File: src/rtl/vga_scan_gen_if.sv
// Scan-timing bus between vga_scan_gen and its consumers (draw layer / DAC).
// Optional frame counter signal is present only when VGA_SCAN_FRAME_CNT_EN is defined.
interface vga_scan_gen_if;
  logic [9:0]  horz;
  logic [9:0]  vert;
  logic        pix_en;
  logic        frame_start;
  logic [7:0]  img_in;
  logic [7:0]  rgb;
  logic        hsync;
  logic        vsync;
`ifdef VGA_SCAN_FRAME_CNT_EN
  logic [15:0] frame_cnt;
`endif

  // Scan generator side.
  modport master (
    input  img_in,
    output horz,
    output vert,
    output pix_en,
    output frame_start,
    output rgb,
    output hsync,
    output vsync
`ifdef VGA_SCAN_FRAME_CNT_EN
    ,
    output frame_cnt
`endif
  );

  // Draw layer / display side.
  modport slave (
    output img_in,
    input  horz,
    input  vert,
    input  pix_en,
    input  frame_start,
    input  rgb,
    input  hsync,
    input  vsync
`ifdef VGA_SCAN_FRAME_CNT_EN
    ,
    input  frame_cnt
`endif
  );
endinterface

File: src/rtl/vga_scan_gen.sv
// VGA scan-timing generator (640x480@60 by default).
// Produces pixel-rate strobes, horz/vert coordinates, and sync/pixel outputs
// aligned to the draw layer's read latency (PIPE_DLY).
// Optional: define VGA_SCAN_FRAME_CNT_EN to add a 16-bit frame counter output.
module vga_scan_gen #(
  parameter int unsigned CLK_DIV  = 4,
  parameter int unsigned H_VIS    = 640,
  parameter int unsigned H_FP     = 16,
  parameter int unsigned H_SYNC   = 96,
  parameter int unsigned H_BP     = 48,
  parameter int unsigned V_VIS    = 480,
  parameter int unsigned V_FP     = 10,
  parameter int unsigned V_SYNC   = 2,
  parameter int unsigned V_BP     = 33,
  parameter int unsigned PIPE_DLY = 1
) (
  input  logic           clk,
  input  logic           reset,
  vga_scan_gen_if.master bus
);

  localparam int unsigned HTotal = H_VIS + H_FP + H_SYNC + H_BP;
  localparam int unsigned VTotal = V_VIS + V_FP + V_SYNC + V_BP;

  localparam logic [9:0] HLast   = 10'(HTotal - 1);
  localparam logic [9:0] VLast   = 10'(VTotal - 1);
  localparam logic [9:0] HVis    = 10'(H_VIS);
  localparam logic [9:0] VVis    = 10'(V_VIS);
  localparam logic [9:0] HsFirst = 10'(H_VIS + H_FP);
  localparam logic [9:0] HsLast  = 10'(H_VIS + H_FP + H_SYNC - 1);
  localparam logic [9:0] VsFirst = 10'(V_VIS + V_FP);
  localparam logic [9:0] VsLast  = 10'(V_VIS + V_FP + V_SYNC - 1);
  localparam logic [3:0] DivLast = 4'(CLK_DIV - 1);

  // StWait: no pixel strobe seen since reset; the first strobe marks (0,0)
  // without advancing. StScan: every strobe advances the raster position.
  typedef enum logic [0:0] {StWait, StScan} state_e;

  state_e      state_q, state_d;
  logic [3:0]  div_q, div_d;
  logic [9:0]  horz_q, horz_d;
  logic [9:0]  vert_q, vert_d;
  logic        pix_en_q, pix_en_d;
  logic        frame_start_q, frame_start_d;
  logic        tick;

  logic        blank_r, hs_r, vs_r;
  logic        blank_dly, hs_dly, vs_dly;
  logic [7:0]  rgb_q;
  logic        hsync_q, vsync_q;

  // Pixel-rate divider: tick on the last system clock of each pixel period.
  always_comb begin
    tick  = (div_q == DivLast);
    div_d = tick ? 4'd0 : div_q + 4'd1;
  end

  // Divider register.
  always_ff @(posedge clk) begin
    if (reset) begin
      div_q <= 4'd0;
    end else begin
      div_q <= div_d;
    end
  end

  // Raster FSM: next position, pixel strobe and frame-start strobe.
  always_comb begin
    state_d       = state_q;
    horz_d        = horz_q;
    vert_d        = vert_q;
    pix_en_d      = tick;
    frame_start_d = 1'b0;
    if (tick) begin
      unique case (state_q)
        StWait: begin
          state_d       = StScan;
          frame_start_d = 1'b1;
        end
        StScan: begin
          if (horz_q == HLast) begin
            horz_d = 10'd0;
            if (vert_q == VLast) begin
              vert_d        = 10'd0;
              frame_start_d = 1'b1;
            end else begin
              vert_d = vert_q + 10'd1;
            end
          end else begin
            horz_d = horz_q + 10'd1;
          end
        end
        default: state_d = StWait;
      endcase
    end
  end

  // Raster state registers.
  always_ff @(posedge clk) begin
    if (reset) begin
      state_q       <= StWait;
      horz_q        <= 10'd0;
      vert_q        <= 10'd0;
      pix_en_q      <= 1'b0;
      frame_start_q <= 1'b0;
    end else begin
      state_q       <= state_d;
      horz_q        <= horz_d;
      vert_q        <= vert_d;
      pix_en_q      <= pix_en_d;
      frame_start_q <= frame_start_d;
    end
  end

`ifdef VGA_SCAN_FRAME_CNT_EN
  logic [15:0] frame_cnt_q, frame_cnt_d;

  // Count frame wraps only; the strobe leaving StWait is frame 0.
  always_comb begin
    frame_cnt_d = frame_cnt_q;
    if (frame_start_d && (state_q == StScan)) begin
      frame_cnt_d = frame_cnt_q + 16'd1;
    end
  end

  // Frame counter register.
  always_ff @(posedge clk) begin
    if (reset) begin
      frame_cnt_q <= 16'd0;
    end else begin
      frame_cnt_q <= frame_cnt_d;
    end
  end

  assign bus.frame_cnt = frame_cnt_q;
`endif

  // Undelayed blank/sync decode from the current raster position.
  always_comb begin
    blank_r = (horz_q >= HVis) || (vert_q >= VVis);
    hs_r    = !((horz_q >= HsFirst) && (horz_q <= HsLast));
    vs_r    = !((vert_q >= VsFirst) && (vert_q <= VsLast));
  end

  // Delay line matching the draw layer's read latency; runs every clk.
  if (PIPE_DLY == 0) begin : g_no_dly
    assign blank_dly = blank_r;
    assign hs_dly    = hs_r;
    assign vs_dly    = vs_r;
  end else begin : g_dly
    logic [PIPE_DLY-1:0] blank_sr_q, hs_sr_q, vs_sr_q;

    // Shift decoded blank/sync along with the outstanding pixel reads.
    always_ff @(posedge clk) begin
      if (reset) begin
        blank_sr_q <= '1;
        hs_sr_q    <= '1;
        vs_sr_q    <= '1;
      end else begin
        blank_sr_q[0] <= blank_r;
        hs_sr_q[0]    <= hs_r;
        vs_sr_q[0]    <= vs_r;
        for (int i = 1; i < PIPE_DLY; i++) begin
          blank_sr_q[i] <= blank_sr_q[i-1];
          hs_sr_q[i]    <= hs_sr_q[i-1];
          vs_sr_q[i]    <= vs_sr_q[i-1];
        end
      end
    end

    assign blank_dly = blank_sr_q[PIPE_DLY-1];
    assign hs_dly    = hs_sr_q[PIPE_DLY-1];
    assign vs_dly    = vs_sr_q[PIPE_DLY-1];
  end

  // Output stage: pixel blanking and sync registered together so they stay aligned.
  always_ff @(posedge clk) begin
    if (reset) begin
      rgb_q   <= 8'h00;
      hsync_q <= 1'b1;
      vsync_q <= 1'b1;
    end else begin
      rgb_q   <= blank_dly ? 8'h00 : bus.img_in;
      hsync_q <= hs_dly;
      vsync_q <= vs_dly;
    end
  end

  assign bus.horz        = horz_q;
  assign bus.vert        = vert_q;
  assign bus.pix_en      = pix_en_q;
  assign bus.frame_start = frame_start_q;
  assign bus.rgb         = rgb_q;
  assign bus.hsync       = hsync_q;
  assign bus.vsync       = vsync_q;

endmodule

File: src/flat_wrapper.sv
// flat-port wrapper written by rule: the top's interface ports become plain ports
module vga_scan_gen_flat 
#(
  parameter int unsigned CLK_DIV  = 4,
  parameter int unsigned H_VIS    = 640,
  parameter int unsigned H_FP     = 16,
  parameter int unsigned H_SYNC   = 96,
  parameter int unsigned H_BP     = 48,
  parameter int unsigned V_VIS    = 480,
  parameter int unsigned V_FP     = 10,
  parameter int unsigned V_SYNC   = 2,
  parameter int unsigned V_BP     = 33,
  parameter int unsigned PIPE_DLY = 1
)
  (clk, reset, bus_img_in, bus_horz, bus_vert, bus_pix_en, bus_frame_start, bus_rgb, bus_hsync, bus_vsync);
  vga_scan_gen_if bus_i ();
  input  logic clk;
  input  logic reset;
  input wire logic [$bits(bus_i.img_in)-1:0] bus_img_in;
  output wire logic [$bits(bus_i.horz)-1:0] bus_horz;
  output wire logic [$bits(bus_i.vert)-1:0] bus_vert;
  output wire logic [$bits(bus_i.pix_en)-1:0] bus_pix_en;
  output wire logic [$bits(bus_i.frame_start)-1:0] bus_frame_start;
  output wire logic [$bits(bus_i.rgb)-1:0] bus_rgb;
  output wire logic [$bits(bus_i.hsync)-1:0] bus_hsync;
  output wire logic [$bits(bus_i.vsync)-1:0] bus_vsync;
  assign bus_i.img_in = bus_img_in;
  assign bus_horz = bus_i.horz;
  assign bus_vert = bus_i.vert;
  assign bus_pix_en = bus_i.pix_en;
  assign bus_frame_start = bus_i.frame_start;
  assign bus_rgb = bus_i.rgb;
  assign bus_hsync = bus_i.hsync;
  assign bus_vsync = bus_i.vsync;
  vga_scan_gen #(.CLK_DIV(CLK_DIV), .H_VIS(H_VIS), .H_FP(H_FP), .H_SYNC(H_SYNC), .H_BP(H_BP), .V_VIS(V_VIS), .V_FP(V_FP), .V_SYNC(V_SYNC), .V_BP(V_BP), .PIPE_DLY(PIPE_DLY)) u_core (.clk(clk), .reset(reset), .bus(bus_i));
endmodule
File: config.mk
export PLATFORM = sky130hd
export DESIGN_NAME = vga_scan_gen_flat
export DESIGN_NICKNAME = d
export VERILOG_FILES = /design/src/rtl/vga_scan_gen_if.sv /design/src/rtl/vga_scan_gen.sv /design/src/flat_wrapper.sv
export SDC_FILE = /design/constraint.sdc
export NUM_CORES = 1
export LEC_CHECK = 0
export CAP_MARGIN = 20
export CORE_MARGIN = 2
export CORE_UTILIZATION = 30
export DETAILED_ROUTE_END_ITERATION = 10
export PLACE_DENSITY_LB_ADDON = 0.25
export SLEW_MARGIN = 40
export SYNTH_ARGS = -nofsm -noshare
export SYNTH_HDL_FRONTEND = slang
export SYNTH_SLANG_ARGS = --single-unit
File: constraint.sdc
create_clock -name clk -period 5.5 [get_ports clk]
set_input_delay 1.375 -clock clk [delete_from_list [all_inputs] [get_ports clk]]
set_output_delay 1.375 -clock clk [all_outputs]
set_load 0.005 [all_outputs]
# ---- Word-level counts from Yosys, hierarchy flattened
# Cells that the tools add are included.
dict set report word_totals {
  ff_bits 40
  latchBits 0
  mem_bits_rw 0
  rom_bits 0
  input_bits 10
  out_inout_bits 32
  word_cells 41
  n_memories 0
}
dict set report classes {
  addsub 3
  n_mul 0
  div_mod_pow 0
  magnitude_cmp 6
  eq_ne 3
  shifts 0
  mux 5
  bitwise 2
  n_reduce_logical 10
}
# op count
set ops {}
lappend ops {{10-bit by 1-bit adder with 10-bit output (second input constant)} 2}
lappend ops {{10-bit equality test (second input constant)} 2}
lappend ops {{10-bit >= comparator (second input constant)} 2}
lappend ops {{10-bit by 9-bit >= comparator with 1-bit output (second input constant)} 2}
lappend ops {{10-bit two-way mux} 2}
lappend ops {{10-bit less-or-equal comparator (second input constant)} 1}
lappend ops {{10-bit by 9-bit less-or-equal comparator with 1-bit output (second input constant)} 1}
lappend ops {{2-bit OR reduction} 3}
lappend ops {{4-bit by 1-bit adder with 4-bit output (second input constant)} 1}
lappend ops {{4-bit by 2-bit equality test with 1-bit output (second input constant)} 1}
lappend ops {{3-bit AND reduction} 1}
lappend ops {{1-bit logical AND} 2}
lappend ops {{1-bit zero test} 2}
lappend ops {{1-bit two-way mux} 2}
lappend ops {{1-bit inverter} 2}
lappend ops {{1-bit case mux with 2 select lines} 1}
lappend ops {{2-bit AND reduction} 1}
lappend ops {{1-bit logical OR} 1}

# ---- Longest topological paths before layout
# Gate-level depths: netlist (run 1).
dict set report depth {
  word_depth 4
  ltp_mapped 7
}

# ---- Worst setup path before layout (run 1)
# Ideal clock, no wire load.
dict set report synth_timing {
  path_type {reg2reg}
  startpoint {reg u_core.horz_q[1] (netlist: u_core.bus.horz[1])}
  endpoint {reg u_core.vert_q[4] (netlist: u_core.bus.vert[4])}
  arrival_ns 1.888
  required_ns 5.430
  slack_ns 3.542
  stages_incl_launch_ff 7
  n_path_buf 1
  path_cell_list {dfxtp_1 -> ha_1 -> nand4_1 -> or4_4 -> buf_6 -> or3_1 -> a21oi_1}
}
dict set report synth_via {
  elab_chain_cells 2
}
# item line
set synth_rtl {}
lappend synth_rtl {{start: declaration} vga_scan_gen.sv:41} ;# logic [9:0] horz_q, horz_d;
lappend synth_rtl {{start signal: assignment} vga_scan_gen.sv:108} ;# horz_q <= horz_d;
lappend synth_rtl {{10-bit equality test} vga_scan_gen.sv:81} ;# if (horz_q == HLast) begin
lappend synth_rtl {{3-bit AND reduction (no source line)} n/a}
lappend synth_rtl {{end signal: assignment} vga_scan_gen.sv:109} ;# vert_q <= vert_d;
lappend synth_rtl {{end: declaration} vga_scan_gen.sv:42} ;# logic [9:0] vert_q, vert_d;
# Every way passes these cells.
# A chain may end at the register's enable or synchronous reset.

# ---- Worst setup path after layout (run 1)
dict set report layout_timing {
  startpoint {reg u_core.horz_q[4] (netlist: u_core.bus.horz[4])}
  endpoint {out bus_horz[4]}
}
# item line
set layout_lines {}
lappend layout_lines {{end: declaration} flat_wrapper.sv:20} ;# output wire logic [$bits(bus_i.horz)-1:0] bus_horz;
# No word-level cell between the ends.

==> impl_results.md, run 1 <==
- Status: completed
- Clock slew at reported path FFs: approximately 80 ps
- Antenna fix cells: 0
- Final setup viols: 0
- Commonest non-fill, non-tap cells in the layout: clkdlybuf4s50_1 (41), dfxtp_1 (40), a21oi_1 (15)
- Die width: just under 80 um
- Register area share after synthesis: between 40% and 50%
- Vias/cell: about 4.7
- Crit Path Category: register to output pin
- Critical-path cell list: clkdlybuf4s50_1
- Grt met3 use: about 4.5%
- GRT busiest layer: met2
- Max clock buf depth: 2
- RSZ-0062 raised after global routing: no
- Top delay family on crit path: buffers and inverters
- CTS Buf Count: 5
- Slew headroom: 65.6%
- Post-synth EDFFs: 0
- # DRC: 0
- Hold Path Class: register to register
- Root buf cell: clkbuf_8
- Drt wl/cell: approximately 12 um
- CTS tree: yes
- Initial antenna violation count: 0
- Hold Buf Count CTS: 0
- Synth Net Count: 195
- Post-Route WL: 3500 um
- Cells after DPL: around 290
- Fillers: between 500 and 600
- Syn Inst Count: 180
- Yosys cell types: 33
- Skew-Pair Late Insertion Delay: 290 ps
- M2 GR Usage: between 15 and 20%
- Adder-Cell Fraction of Synth Area: between 3 and 4%
- XOR/XNOR share of the synthesized area: around 4.2%
- R2r startpoint: u_core.bus.horz[1]$_SDFFE_PP0P_
- Total chip power: approximately 0.56 mW
- Leak: ~0.75 nW
- Fin cells: approximately 300
- Post-CTS Setup Repair Bufs: 0
- Area of the die: just over 6000 um2
- Synth Area in Compound Gates: 9.26%
- H-tree depth: 2
- I/O pin count: 42
- VDD IR-drop max: between 0.0001 and 0.00015 V
- First-pass DRT Iterations: 4
- Most common cell after layout, fill and taps aside: clkdlybuf4s50_1
- Largest family of logic cells by synthesized area: simple AND/OR/NAND/NOR gates
- Ys async rst share: 0%
- Tot GR Track Use: 12.1%
- Largest net degree at the start of global routing: 21
- Mux cell area share after synthesis: 0%
- Layout cells sized above 1: just over 6%
- Setup TNS: 0 ps
- Area added between synthesis and finish: 35.7%
- CORE AREA: between 5000 and 6000 um2
- Fin nets: approximately 240
- IO buf count: between 40 and 50
- Slew Viols, Final: 0
- Dominant synthesized flop cell: dfxtp_1
- HP Start: u_core.g_dly.vs_sr_q$_SDFF_PP1_
- Cell Rows: 26
- CP required: 4120 ps
- Worst setup EP type: output pin
- First-pass GRT wire length: 5800 um
- Setup crit start kind: register
- Starting density of the core: 31.7%
- Pwr per Cell Area: roughly 250 nW/um2
- Hpwl dp: roughly 2400 um
- Avg Inst Size Synth: just over 9 um2
- Worst path max stage delay: around 570 ps
- Clock skew: 6.81 ps
- CP max FO: 8
- Cts repair resizes: 0
- CP max stage cell: clkdlybuf4s50_1
- Max-cap violations: 0
- ANT nets after route: 0
- Final Critical Period: roughly 2700 ps
- Sink Count: 40
- GRT met1 Usage: about 16%
- Post-route clock period utilization: between 40% and 50%
- Synth Cell Area: 1650 um2
- Crit path from: u_core.bus.horz[4]$_SDFFE_PP0P_
- Crit path DAT: approximately 1400 ps
- Final-report hold violation count: 0
- Gr ovfl total: 0
- Die Height: about 80 um
- Yosys Warn Count: 0
- #FFs+latches synth: 40
- Vias: between 1000 and 1500
- Fmax: roughly 0.37 GHz
- Critical path buffers and inverters: 1
- First DRT Iteration DRCs: between 60 and 70
- Vias in the first global route: about 1200
- Post-Synth Simple-Gate Area: about 31%
- Worst slew pin tran: approximately 500 ps
- Gp weighted congestion: 0.728
==> cells by family (layout without fill, tap and decap cells) <==
| logic type | Yosys count | count (layout) |
|---|---|---|
| AOI/OAI and AO/OA | 28 | 28 |
| DFF | 40 | 40 |
| buffers and inverters | 10 | 55 |
| and+or+nand+nor | 89 | 89 |
| xor gates and xnor gates | 8 | 8 |
| adders and majority gates | 5 | 5 |
==> stage by stage <==
step / hold slack, ps / cell area (um2) / setup slack (ps) / util, %
6_report: 413 / 2240 / 2760 / 43.0
5_1_grt: 437 / 2240 / 2730 / 43.0
4_1_cts: 415 / 2240 / 2760 / 43.0
3_5_place_dp: 401 / 2130 / 2700 / 40.8
3_3_place_gp: 394 / 2130 / 2750 / 40.8
2_1_floorplan: 389 / 1650 / 3540 / -
==> area by class of cell <==
class                      instances  area [um2]  area share [%]
sequential                        40         801            35.8
multi-input combinational        130         801            35.8
timing repair buffer              42         418            18.7
tap                               70        87.6            3.91
clock buffer                       5        68.8            3.08
clock inverter                     3        42.5            1.90
inverter                           5        18.8           0.839
==> sequential cells by signal, summed over array words and instances, names as in the netlist <==
register                count
u_core.div_q                4
u_core.bus.horz            10
u_core.g_dly.vs_sr_q        1
u_core.blank_dly            1
u_core.bus.rgb              8
u_core.bus.hsync            1
u_core.bus.vert            10
u_core.bus.frame_start      1
u_core.bus.pix_en           1
u_core.g_dly.hs_sr_q        1
u_core.bus.vsync            1
u_core.state_q              1
==> Yosys cell counts (2+ instances only) <==
cell      number  area share (%)
a21oi_1       15             4.6
and2_1        14             5.3
and4_1         2             1.1
buf_2          2            0.61
clkbuf_1       2            0.46
dfxtp_1       40              49
ha_1           5             3.8
inv_1          5             1.1
nand2_1       12             2.7
nand2b_1       2            0.76
nand3_1       10             3.0
nand3b_1       2            0.91
nand4_1        8             3.0
nor2_1        14             3.2
nor3b_1        2            0.91
nor4_1         2            0.76
nor4b_1        2             1.1
nor4bb_1       2             1.2
o21ai_0       10             3.0
or2_2          2            0.76
or3_1          9             3.4
xor2_1         7             3.7
==> routing by layer <==
metal  vias up  wire, um
met4         0        69
met5         -         0
met1       615      1780
met3         6       238
li1        719         -
met2        42      1410
==> final timing paths <==
path         cells past startpoint  slack, ps                         endpoint
max                              1       2760                      bus_horz[4]
min                              1        410      u_core.bus.vsync$_SDFF_PP1_
max reg2reg                      5       3320  u_core.bus.vert[8]$_SDFFE_PP0P_
min reg2reg                      1        410      u_core.bus.vsync$_SDFF_PP1_
==> power breakdown <==
part / switching (mW) / total, mW / internal (mW) / leakage [nW]
sequential: 0.00242 / 0.298 / 0.295 / 0.325
clock: 0.102 / 0.236 / 0.134 / 0.0541
combinational: 0.00924 / 0.0246 / 0.0153 / 0.370
total: 0.113 / 0.558 / 0.445 / 0.748
Power figures use the tool's default switching activity.
==> inputs of run 2 (changes only) <==
- clock period: 5.5 -> 2.55 ns (I/O delays scaled with it)
==> impl_results.md, run 2 (synthesis results as in run 1) <==
- Initial antenna violation count: 0
- Gr ovfl total: 0
- Fmax: 0.460 GHz
- Sink Count: 40
- R2R setup slack: 370 ps
- Dpl cell area: between 2000 and 2500 um2
- Die width: around 78 um
- Final WS setup: 374 ps
- Finished Cell Area: roughly 2300 um2
- Setup crit start kind: register
- Clock slew at reported path FFs: roughly 80 ps
- Cts repair resizes: 0
- Max-cap violations: 0
- Psw: between 0.2 and 0.25 mW
- Tot GR Track Use: between 10% and 20%
- Final-report hold violation count: 0
- Post-Route WL: around 3600 um
- Slew headroom: approximately two thirds
- Logic pwr share: under 10%
- CP required: about 2800 ps
- Fin nets: between 200 and 250
- Setup TNS: 0 ps
- Hold depth: 1
- Fillers: 557
- Max clock buf depth: 2
- Area added between synthesis and finish: 36.7%
- Slew Viols, Final: 0
- Hold Buf Count CTS: 0
- Register area: 801 um2
- Starting density of the core: a little under a third
- Seq pwr share: approximately half
- Crit path from: u_core.bus.horz[1]$_SDFFE_PP0P_
- Final setup viols: 0
- R2R cell count: 5
- Worst setup EP type: register
- Final Critical Period: between 2000 and 2500 ps
- H-tree depth: 2
- Drt wl/cell: approximately 12 um
- Hpwl dp: around 2600 um
- Status: completed
- Most common cell after layout, fill and taps aside: clkdlybuf4s50_1
- CTS Buf Count: 5
- Fin cells: about 300
- Hold Path Class: register to register
- Commonest non-fill, non-tap cells in the layout: clkdlybuf4s50_1 (41), dfxtp_1 (40), a21oi_1 (15)
- Cell Rows: 26
- First DRT Iteration DRCs: between 60 and 70
- ANT nets after route: 0
- IO buf count: approximately 40
- Worst slew pin tran: approximately 470 ps
- Post-Place Worst Slack: 374 ps
- R2r endpoint: u_core.bus.vert[8]$_SDFFE_PP0P_
- CORE AREA: between 5000 and 6000 um2
- Crit Path Category: register to register
- Antenna fix cells: 0
- Cells after DPL: ~290
- Vias/cell: approximately 4.8
- VDD IR-drop max: roughly 0.00027 V
- Net Sw Frac: between 20% and 30%
- Vias in the first global route: around 1300
- Post-route clock period utilization: roughly 85%
- Post-CTS Setup Repair Bufs: 0
- Die Height: roughly 78 um
- Vias: ~1400
- Gp weighted congestion: approximately 0.73
- Pwr per Cell Area: 549 nW/um2
- I/O pin count: between 40 and 50
- Layout cells sized above 1: 6.64%
- Clock skew: ~5.7 ps
- CP max FO: 20
- Area of the die: 6110 um2
- CP Capture Point: u_core.bus.vert[8]$_SDFFE_PP0P_
- Largest net degree at the start of global routing: 21
- Leak: about 0.76 nW
- First-pass DRT Iterations: 4
- Skew-Pair Late Insertion Delay: 290 ps
- Multi-input logic area: between 800 and 900 um2
- R2r startpoint: u_core.bus.horz[1]$_SDFFE_PP0P_
- Power Internal: around 0.99 mW
- RSZ-0062 raised after global routing: no
- Worst hold slack: a little over 400 ps
- First-pass GRT wire length: between 6000 and 7000 um
- Root buf cell: clkbuf_8
- CTS tree: yes
- # DRC: 0
- Clock share of power: a little over two fifths
- Crit path DAT: about 2400 ps
==> run 2: cell types whose count changed in the layout (fill, tap and decap cells not counted), sizes merged <==
cell and change:
buf +1, clkbuf +1, clkinvlp -1
==> run 2: final cells by class <==
type	instances	area share (%)
Sequential cell	40	35.5
Multi-Input combinational cell	130	35.5
Timing Repair Buffer	43	18.9
Tap cell	70	3.88
Clock buffer	6	3.66
Clock inverter	2	1.72
Inverter	5	0.832
==> run 2: power groups by stage <==
| stage | sequential [mW] | combinational, mW | clock (mW) |
|---|---|---|---|
| finish | 0.642 | 0.0552 | 0.541 |
| global route | 0.644 | 0.0615 | 0.594 |
| CTS | 0.642 | 0.0563 | 0.563 |
| detailed placement | 0.657 | 0.0555 | 0 |
| global placement | 0.657 | 0.0557 | 0 |
| floorplan | 0.657 | 0.0221 | 0 |
==> run 2: worst min-delay path by stage <==
stage,startpoint,end,slack [ps]
after global placement,u_core.g_dly.vs_sr_q$_SDFF_PP1_,u_core.bus.vsync$_SDFF_PP1_,390
final,u_core.g_dly.vs_sr_q$_SDFF_PP1_,u_core.bus.vsync$_SDFF_PP1_,410
after global routing,u_core.g_dly.hs_sr_q$_SDFF_PP1_,u_core.bus.hsync$_SDFF_PP1_,430
after CTS,u_core.g_dly.hs_sr_q$_SDFF_PP1_,u_core.bus.hsync$_SDFF_PP1_,410
after detailed placement,u_core.g_dly.vs_sr_q$_SDFF_PP1_,u_core.bus.vsync$_SDFF_PP1_,400
after floorplan,u_core.g_dly.hs_sr_q$_SDFF_PP1_,u_core.bus.hsync$_SDFF_PP1_,390
==> run 2: critical path, stage by stage (launching register included) <==
cell,delay (ps)
dfxtp_1,440
ha_1,290
nand4_1,190
or4_4,670
or3_1,380
a21oi_1,140
==> run 2: metal layers <==
layer  share of wire [%]  global-route usage [%]  wire (um)
met1                  48                    16.8       1720
met2                  43                    19.0       1560
met3                 6.7                    3.68        243
met4                 2.2                    6.84         78
met5                   0                       0          0
==> run 2: through the flow <==
stage	utilization [%]	total power [mW]
floorplan	-	0.679
global route	43.3	1.30
CTS	43.3	1.26
finish	43.3	1.24
detailed placement	41.0	0.712
global placement	41.0	0.712
==> inputs of run 3 (changes only) <==
- DONT_BUFFER_PORTS: not set -> 1
- HOLD_SLACK_MARGIN: not set -> 0.08
==> impl_results.md, run 3 (synthesis results as in run 1) <==
- Status: completed
- H-tree depth: 2
- Slew Viols, Final: 0
- Gp weighted congestion: a little under 0.8
- First-pass GRT wire length: approximately 6200 um
- Most common cell after layout, fill and taps aside: dfxtp_1
- Gr ovfl total: 0
- Vias/cell: between 5 and 6
- # DRC: 0
- Vias in the first global route: approximately 1300
- Pwr per Cell Area: between 600 and 700 nW/um2
- Cells after DPL: around 250
- Worst path max stage delay: roughly 670 ps
- Post-Place Worst Slack: 393 ps
- Power Internal: approximately 0.94 mW
- Area added between synthesis and finish: 11.2%
- CP required: ~2700 ps
- Worst setup EP type: register
- Clock share of power: between 40% and 50%
- Post-route clock period utilization: 84.7%
- Crit path DAT: approximately 2300 ps
- I/O pin count: 42
- Final Critical Period: about 2200 ps
- Uppermost layer routed: met4
- Cell Rows: 26
- Fin nets: between 150 and 200
- Post-Route WL: 3580 um
- Commonest non-fill, non-tap cells in the layout: dfxtp_1 (40), a21oi_1 (15), nor2_1 (14), and2_1 (14), nand2_1 (12)
- CP max FO: 20
- Hpwl dp: 2480 um
- CTS Buf Count: 5
- First DRT Iteration DRCs: 46
- Met2 routed WL: roughly 1600 um
- Cts repair resizes: 0
- First-pass DRT Iterations: 4
- Starting density of the core: between 30% and 40%
- Setup crit start kind: register
- WL met1: between 1500 and 2000 um
- Final setup viols: 0
- CORE AREA: around 5200 um2
- Seq pwr share: between 50 and 60%
- Worst slew pin tran: approximately 460 ps
- Vias: between 1000 and 1500
- CP max stage cell: or4_4
- Slew headroom: between 60% and 70%
- Logic pwr share: about 2.1%
- Skew-Pair Late Insertion Delay: around 290 ps
- Hold Path Class: primary input to register
- Initial antenna violation count: 0
- Tot GR Track Use: roughly an eighth
- Max clock buf depth: 2
- Area of the die: a little over 6000 um2
- Layout cells sized above 1: 8.11%
- RSZ-0062 raised after global routing: no
- Die Height: roughly 78 um
- Crit Path Category: register to register
- VDD IR-drop max: between 0.0003 and 0.0004 V
- Leak: 0.606 nW
- Final WS setup: 390 ps
- Hold Buf Count CTS: 0
- Fin cells: 255
- IO buf count: 0
- Clock slew at reported path FFs: roughly 80 ps
- Largest net degree at the start of global routing: 21
- Antenna fix cells: 0
- Critical-path cell list: ha_1 -> nand4_1 -> or4_4 -> o21bai_2 -> a21oi_1
- Setup TNS: 0 ps
- Sink Count: 40
- Net Sw Frac: 20.8%
- Psw: 0.247 mW
- Drt wl/cell: 14.0 um
- Fmax: 0.463 GHz
- CTS tree: yes
- Clock skew: between 5 and 6 ps
- Final core occ: a little over a third
- ANT nets after route: 0
- Final-report hold violation count: 0
- Post-CTS Setup Repair Bufs: 0
- Wire length on met3: ~230 um
- Fillers: 560
- Die width: between 70 and 80 um
- Max-cap violations: 0
- Root buf cell: clkbuf_8
## run 3: changes by cell type in the layout (fill, tap and decap cells not counted)
cell             before  now
clkinv_4              1    0
clkinv_2              0    1
clkinvlp_4            0    1
clkbuf_8              6    5
clkdlybuf4s50_1      41    0
## run 3: stage by stage
| stage | cell area [um2] | total power [mW] | hold WS, ps |
|---|---|---|---|
| global placement | 1720 | 0.683 | 396 |
| CTS | 1830 | 1.21 | 389 |
| finish | 1830 | 1.18 | 407 |
| floorplan | 1650 | 0.679 | 389 |
| detailed placement | 1720 | 0.684 | 399 |
| global route | 1830 | 1.24 | 381 |
## run 3: layout make-up
| class | count | area [um2] | area share, % |
|---|---|---|---|
| Clock buffer | 5 | 68.8 | 3.75 |
| Tap cell | 70 | 87.6 | 4.77 |
| Sequential cell | 40 | 801 | 43.7 |
| Inverter | 5 | 18.8 | 1.02 |
| Multi-Input combinational cell | 130 | 801 | 43.7 |
| Clock inverter | 3 | 42.5 | 2.32 |
| Timing Repair Buffer | 2 | 15.0 | 0.819 |
## run 3: power by group through the flow
stage          combinational (mW)  clock (mW)  sequential (mW)
5_1_grt                    0.0281       0.564            0.645
3_3_place_gp               0.0249           0            0.658
4_1_cts                    0.0254       0.539            0.644
6_report                   0.0249       0.516            0.644
3_5_place_dp               0.0254           0            0.658
2_1_floorplan              0.0221           0            0.657
## run 3: path summary, 6_finish.rpt
kind | startpoint | endpoint | slack, ps | cells after the start
worst max-delay path | u_core.bus.horz[1]$_SDFFE_PP0P_ | u_core.bus.vert[0]$_SDFFE_PP0P_ | 390 | 5
worst min-delay path | reset | u_core.state_q$_SDFFE_PP0N_ | 410 | 1
worst min register to register | u_core.g_dly.vs_sr_q$_SDFF_PP1_ | u_core.bus.vsync$_SDFF_PP1_ | 410 | 1
worst max register to register | u_core.bus.horz[1]$_SDFFE_PP0P_ | u_core.bus.vert[0]$_SDFFE_PP0P_ | 390 | 5
## run 3: critical path, delay by kind of cell (launching register included)
kind | cells | cell delay [ps]
simple gates | 2 | 830
compound gates | 2 | 490
fa+ha+maj | 1 | 270
flops | 1 | 430
## run 3: per-layer routing
metal  track usage, %  vias to the layer above
met1             16.6                      625
li1                 -                      644
met4             3.51                        0
met2             19.1                       38
met3             6.09                        2
met5                0                        -
